$ cat src/rtl/posit_to_fixed_if.sv
`default_nettype none
// =============================================================================
// Module   : posit_to_fixed_if
// Desc     : Valid/ready bus carrying posit words in and fixed-point results out.
// Revision : 1.0 - initial release
// =============================================================================
interface posit_to_fixed_if #(
  parameter int WIDTH = 8,
  parameter int OW    = 16
);
  logic             vld_i;
  logic             rdy_o;
  logic [WIDTH-1:0] pin;
  logic             vld_o;
  logic             rdy_i;
  logic [OW-1:0]    fix_o;
  logic             sat_o;
  logic             nar_o;

  modport master (
    output vld_i, pin, rdy_i,
    input  rdy_o, vld_o, fix_o, sat_o, nar_o
  );

  modport slave (
    input  vld_i, pin, rdy_i,
    output rdy_o, vld_o, fix_o, sat_o, nar_o
  );
endinterface
`default_nettype wire

$ cat src/rtl/posit_to_fixed.sv
`default_nettype none
// =============================================================================
// Module   : posit_to_fixed
// Desc     : 3-stage posit(WIDTH,EXP) to saturating fixed-point decoder.
//            Define POSIT_TO_FIXED_RNE_EN for round-to-nearest-even.
// Revision : 1.0 - initial release
// =============================================================================
module posit_to_fixed #(
  parameter int WIDTH = 8,
  parameter int EXP   = 1,
  parameter int OW    = 16,
  parameter int FRAC  = 8
) (
  input wire              clk_i,
  input wire              rst,
  posit_to_fixed_if.slave bus
);
  localparam int c_BW  = WIDTH - 1;
  localparam int c_RW  = $clog2(WIDTH);
  localparam int c_SW  = c_RW + EXP + 2;
  localparam int c_MTS = WIDTH - 3 - EXP;
  localparam int c_EFW = EXP + c_MTS;
  localparam int c_XW  = OW + c_MTS + 1;

  logic                   w_adv;
  logic                   r_s1_vld, r_s1_sign, r_s1_zero, r_s1_nar;
  logic [c_BW-1:0]        r_s1_body;
  logic [c_RW-1:0]        r_s1_run;
  logic                   r_s2_vld, r_s2_sign, r_s2_zero, r_s2_nar;
  logic signed [c_SW-1:0] r_s2_sf;
  logic [c_MTS-1:0]       r_s2_frac;
  logic                   r_s3_vld, r_s3_sat, r_s3_nar;
  logic [OW-1:0]          r_s3_fix;

  assign w_adv     = ~r_s3_vld | bus.rdy_i;
  assign bus.rdy_o = w_adv;
  assign bus.vld_o = r_s3_vld;
  assign bus.fix_o = r_s3_fix;
  assign bus.sat_o = r_s3_sat;
  assign bus.nar_o = r_s3_nar;

  // Stage 1: magnitude body and regime run length
  logic [c_BW-1:0] w_body;
  logic [c_RW-1:0] w_run;
  logic            w_stop;
  int              w_cnt;

  assign w_body = c_BW'(bus.pin[WIDTH-1] ? -bus.pin : bus.pin);

  always_comb begin
    w_stop = 1'b0;
    w_cnt  = 0;
    for (int i = c_BW - 1; i >= 0; i--) begin
      if (w_stop || (w_body[i] != w_body[c_BW-1])) w_stop = 1'b1;
      else                                          w_cnt  = w_cnt + 1;
    end
    w_run = c_RW'(w_cnt);
  end

  // Stage 2: strip regime + terminator; exponent and fraction end up left-aligned
  logic [c_EFW-1:0]       w_ef;
  int                     w_k;
  logic signed [c_SW-1:0] w_sf;

  assign w_ef = c_EFW'((r_s1_body << (int'(r_s1_run) + 1)) >> (c_BW - c_EFW));

  always_comb begin
    w_k  = r_s1_body[c_BW-1] ? int'(r_s1_run) - 1 : -int'(r_s1_run);
    w_sf = c_SW'(w_k * (2 ** EXP) + int'(w_ef[c_EFW-1 -: EXP]));
  end

  // Stage 3: w_x holds the magnitude with c_MTS bits below the output LSB
  logic [c_MTS:0]  w_m;
  int              w_a;
  logic [c_XW-1:0] w_x;
  logic            w_ovf;
  logic [OW:0]     w_fm;
  logic [OW+1:0]   w_rmag;
  logic            w_sat;

  assign w_m = {1'b1, r_s2_frac};

  always_comb begin
    w_a   = int'(r_s2_sf) + FRAC;
    w_x   = '0;
    w_ovf = 1'b0;
    if (w_a > OW)                    w_ovf = 1'b1;
    else if (w_a >= 0)               w_x   = c_XW'(w_m) << w_a;
    else if (w_a >= -(c_MTS + FRAC)) w_x   = c_XW'(w_m >> (-w_a));
  end

  assign w_fm = (OW + 1)'(w_x >> c_MTS);

`ifdef POSIT_TO_FIXED_RNE_EN
  logic w_lost, w_up;

  // Bits dropped by a right shift still count towards the sticky bit
  always_comb begin
    w_lost = 1'b0;
    if (w_a < 0) w_lost = |(w_m & ~({(c_MTS + 1){1'b1}} << (-w_a)));
    w_up = w_x[c_MTS-1] & (w_lost | (|(w_x[c_MTS-1:0] << 1)) | w_fm[0]);
  end

  assign w_rmag = {1'b0, w_fm} + (OW + 2)'(w_up);
`else
  assign w_rmag = {1'b0, w_fm};
`endif

  assign w_sat = w_ovf | (|w_rmag[OW+1:OW-1]);

  always_ff @(posedge clk_i or posedge rst) begin
    if (rst) begin
      r_s1_vld  <= 1'b0;
      r_s1_sign <= 1'b0;
      r_s1_zero <= 1'b0;
      r_s1_nar  <= 1'b0;
      r_s1_body <= '0;
      r_s1_run  <= '0;
      r_s2_vld  <= 1'b0;
      r_s2_sign <= 1'b0;
      r_s2_zero <= 1'b0;
      r_s2_nar  <= 1'b0;
      r_s2_sf   <= '0;
      r_s2_frac <= '0;
      r_s3_vld  <= 1'b0;
      r_s3_sat  <= 1'b0;
      r_s3_nar  <= 1'b0;
      r_s3_fix  <= '0;
    end else if (w_adv) begin
      r_s1_vld  <= bus.vld_i;
      r_s1_sign <= bus.pin[WIDTH-1];
      r_s1_zero <= (bus.pin == '0);
      r_s1_nar  <= (bus.pin == {1'b1, {(WIDTH-1){1'b0}}});
      r_s1_body <= w_body;
      r_s1_run  <= w_run;

      r_s2_vld  <= r_s1_vld;
      r_s2_sign <= r_s1_sign;
      r_s2_zero <= r_s1_zero;
      r_s2_nar  <= r_s1_nar;
      r_s2_sf   <= w_sf;
      r_s2_frac <= w_ef[c_MTS-1:0];

      r_s3_vld  <= r_s2_vld;
      if (r_s2_nar) begin
        r_s3_fix <= {1'b1, {(OW-1){1'b0}}};
        r_s3_sat <= 1'b0;
        r_s3_nar <= 1'b1;
      end else if (r_s2_zero) begin
        r_s3_fix <= '0;
        r_s3_sat <= 1'b0;
        r_s3_nar <= 1'b0;
      end else if (w_sat) begin
        r_s3_fix <= r_s2_sign ? {1'b1, {(OW-1){1'b0}}} : {1'b0, {(OW-1){1'b1}}};
        r_s3_sat <= 1'b1;
        r_s3_nar <= 1'b0;
      end else begin
        r_s3_fix <= r_s2_sign ? -w_rmag[OW-1:0] : w_rmag[OW-1:0];
        r_s3_sat <= 1'b0;
        r_s3_nar <= 1'b0;
      end
    end
  end
endmodule
`default_nettype wire

$ cat src/flat_wrapper.sv
// flat-port wrapper written by rule: the top's interface ports become plain ports
module posit_to_fixed_flat 
#(
  parameter int WIDTH = 8,
  parameter int EXP   = 1,
  parameter int OW    = 16,
  parameter int FRAC  = 8
)
  (clk_i, rst, bus_vld_i, bus_pin, bus_rdy_i, bus_rdy_o, bus_vld_o, bus_fix_o, bus_sat_o, bus_nar_o);
  posit_to_fixed_if #(.WIDTH(WIDTH), .OW(OW)) bus_i ();
  input wire clk_i;
  input wire rst;
  input wire logic [$bits(bus_i.vld_i)-1:0] bus_vld_i;
  input wire logic [$bits(bus_i.pin)-1:0] bus_pin;
  input wire logic [$bits(bus_i.rdy_i)-1:0] bus_rdy_i;
  output wire logic [$bits(bus_i.rdy_o)-1:0] bus_rdy_o;
  output wire logic [$bits(bus_i.vld_o)-1:0] bus_vld_o;
  output wire logic [$bits(bus_i.fix_o)-1:0] bus_fix_o;
  output wire logic [$bits(bus_i.sat_o)-1:0] bus_sat_o;
  output wire logic [$bits(bus_i.nar_o)-1:0] bus_nar_o;
  assign bus_i.vld_i = bus_vld_i;
  assign bus_i.pin = bus_pin;
  assign bus_i.rdy_i = bus_rdy_i;
  assign bus_rdy_o = bus_i.rdy_o;
  assign bus_vld_o = bus_i.vld_o;
  assign bus_fix_o = bus_i.fix_o;
  assign bus_sat_o = bus_i.sat_o;
  assign bus_nar_o = bus_i.nar_o;
  posit_to_fixed #(.WIDTH(WIDTH), .EXP(EXP), .OW(OW), .FRAC(FRAC)) u_core (.clk_i(clk_i), .rst(rst), .bus(bus_i));
endmodule
$ cat config.mk
export PLATFORM = sky130hd
export DESIGN_NAME = posit_to_fixed_flat
export DESIGN_NICKNAME = d
export VERILOG_FILES = /design/src/rtl/posit_to_fixed_if.sv /design/src/rtl/posit_to_fixed.sv /design/src/flat_wrapper.sv
export SDC_FILE = /design/constraint.sdc
export NUM_CORES = 1
export LEC_CHECK = 0
export ABC_AREA = 0
export CAP_MARGIN = 20
export CORE_MARGIN = 2
export CORE_UTILIZATION = 53
export DETAILED_ROUTE_END_ITERATION = 8
export PLACE_DENSITY = 0.79
export SLEW_MARGIN = 15
export SYNTH_ARGS = -nofsm -noshare
export SYNTH_HDL_FRONTEND = slang
export SYNTH_SLANG_ARGS = --single-unit
$ cat constraint.sdc
create_clock -name clk_i -period 3.6 [get_ports clk_i]
set_input_delay 0.9 -clock clk_i [delete_from_list [all_inputs] [get_ports clk_i]]
set_output_delay 0.9 -clock clk_i [all_outputs]
set_load 0.02 [all_outputs]
==> impl_metrics.ini <==
[worst_setup_path]
startpoint = u_core.r_s2_sf[4]
r2r_start = u_core.r_s2_sf[4]
worst_ep_arrival_time_ns = 3.67
cp-end-kind = flip-flop
cp-start-kind = flip-flop
required_ns = 3.84
critical_path_class = flip-flop to flip-flop
crit_fanout = 5

[job]
maxCapViolations = 0

[grt]
antenna_found_initial = 0
overflow = 0
grt_usage_pct = 24.4
grt_pass1_vias = 3273
grt_pass1_wl_mm = 15.0
grt_max_degree = 48

[yosys]
synth_cells = 436
synth.net_count = 465
synth_top_area_share_pct = 32.6
synth_commonest_cells = 54 x nand2_1, 47 x dfrtp_1, 30 x nor2_1, 25 x a21oi_1, 24 x o21ai_0
syn-cell-area_sq_um = 3610
yosysMostFrequentCell = nand2_1
yosys.cell_types.count = 66
synth_top_area_cell = dfrtp_1
avgSynthCellArea_sq_um = 8.28
ys_warn_count = 0
synthTopCellsByArea = dfrtp_1 33%, ha_1 5.9%, nand2_1 5.6%, mux2i_1 3.9%, a21oi_1 3.5%
ys_ff_latch = 47
synth-seq-area-share_pct = 32.6
synth-main-ff-cell = dfrtp_1
synth-async-reset-ratio_pct = 100
synth_edf_count = 0

[routing]
vias_per_cell = 6.23
drt-total-wl_mm = 8.82
drt_iter0_drc = 375
postRouteAntennaNets = 0
first_pass_iters = 5
wl_per_cell_um = 15.9
drcViolationCount = 0
vias = 3463

[floorplan]
placeableCoreArea_sq_um = 6680
die_w_um = 86.6
fp-row-count = 30
die_area_sq_um = 7490
ios = 32
start_util_pct = 54.1
die_y_um = 86.6

[cts]
clock_latency_ns = 0.31
clk_pin_slew_worst_paths_ns = 0.10
postCtsHoldBufs = 0
cts_tree = done
clkSinkCount = 47
clockBufferDepth = 2
htreeDepth = 2
cts_made_buffers = 5
ctsRootBufferMaster = clkbuf_8

[power]
ir_drop_uv = 388
p_total_mw = 3.98
p_leak_nw = 1.88
p_per_area_nw_per_um2 = 924

[final_layout]
syn2layout_area_growth_pct = 19.3
antenna_cells = 0
final_layout_size_suffix_gt1_share_pct = 15.8
nets = 504

[sta]
tightest_slew_ns = 1.14
fmax_mhz = 291
final_hold_viol_count = 0
finalCritPeriodShare_pct = 95.3
skew_ns = 0.0136
maxSlewViolCount = 0
holdWs_ns = 0.476
slew_headroom_pct = 23.6
post-route-min-period_ns = 3.43
tns_ns = 0
finalSetupViolations = 0

[place]
place_hpwl_mm = 6.39
port_buffers = 31
gp_congestion = 0.973

[hold_path]
hold_path_class = flip-flop to flip-flop
holdCritStartpoint = u_core.r_s1_sign

[status]
status = finished, final reports clean
==> placed cells by master (no fill, tap or decap), types with 7 or more instances in the layout <==
cell             count
nor3_1              20
ha_1                12
clkdlybuf4s50_1     31
a21oi_1             25
o22ai_1              7
xor2_1               8
nand3_1             16
dfrtp_1             45
o21ai_0             24
mux2i_1             14
nor2_1              29
nand2_1             53
buf_4               29
inv_1               13
==> cell type report <==
| cell class | instances | area [sq um] |
|---|---|---|
| well taps | 80 | 100 |
| clock inverters | 3 | 22.5 |
| flip-flops and latches | 47 | 1180 |
| clock buffers | 5 | 68.8 |
| inverters | 18 | 68.8 |
| multi-input cells | 342 | 2320 |
| repair buffers | 61 | 548 |
| fillers | 571 | 2370 |
==> registers in the layout (all words and copies together) (netlist names) <==
register and cells:
u_core.bus.fix_o 16, u_core.r_s1_body 7, u_core.r_s2_sf 6, u_core.r_s2_frac 4, u_core.r_s1_run 3, u_core.bus.nar_o 1, u_core.bus.sat_o 1, u_core.bus.vld_o 1
u_core.r_s1_nar 1, u_core.r_s1_sign 1, u_core.r_s1_vld 1, u_core.r_s1_zero 1, u_core.r_s2_nar 1, u_core.r_s2_sign 1, u_core.r_s2_vld 1, u_core.r_s2_zero 1
==> power breakdown <==
part	internal (mW)	switching [mW]
combinational	1.19	1.53
sequential	0.727	0.203
clock	0.141	0.200
total	2.06	1.93
==> metrics by stage <==
stage               utilization (%)  area, sq um  setup slack (ns)  cells
finish                         64.5         4310             0.169    556
detailed placement             61.0         4080            0.0277    543
floorplan                         -         3610            0.0189    436
global placement               61.0         4080             0.152    543
global route                   64.5         4310           -0.0132    556
CTS                            62.5         4170            0.0341    551
==> critical path, cell delays in order, from the launching register on <==
cell and delay [ns]:
dfrtp_2 0.47, ha_4 0.18, xor2_1 0.15, or3_4 0.35, nand2b_4 0.14, ha_2 0.17
nor4b_2 0.19, nand4_1 0.13, nor4_2 0.31, o2111ai_2 0.19, and2_4 0.18, ha_2 0.17
nand2_2 0.09, nor3_1 0.07, nand3b_1 0.12, mux2_4 0.30, o21ai_1 0.12
==> final timing paths <==
path                       slack, ns                    to  cells past startpoint
max in group asynchronous       2.25     u_core.r_s2_sf[4]                      3
setup reg to reg                0.17   u_core.bus.fix_o[8]                     16
setup / recovery                0.17   u_core.bus.fix_o[8]                     16
hold / removal                  0.48      u_core.r_s1_sign                      2
min in group asynchronous       0.84  u_core.bus.fix_o[14]                      2
hold reg to reg                 0.48      u_core.r_s1_sign                      2
==> repair_timing <==
item | CTS | global route
pin swaps | 1 | 10
endpoints found under the hold margin | 0 | 0
setup buffers | 0 | 4
endpoints found under the setup margin | 1 | 15
resized for setup | 1 | 19
==> logic make-up (layout without fill, tap and decap cells) <==
group                      after synthesis  after routing  synth area share [%]
DFF                                     47             47                  32.6
muxes                                   19             19                  5.75
and+or+nand+nor                        173            173                  24.0
buffers and inverters                   47             87                  5.78
xor gates and xnor gates                14             14                  3.60
adders and majority gates               17             17                  5.89
AOI/OAI and AO/OA                      119            119                  22.4
==> layer usage <==
metal,part of all wire [%],GRT usage [%]
met5,0,0
met2,48,40.3
met4,1.2,6.96
met1,47,34.5
met3,4.3,2.10
(Power assumes the default switching activity.)
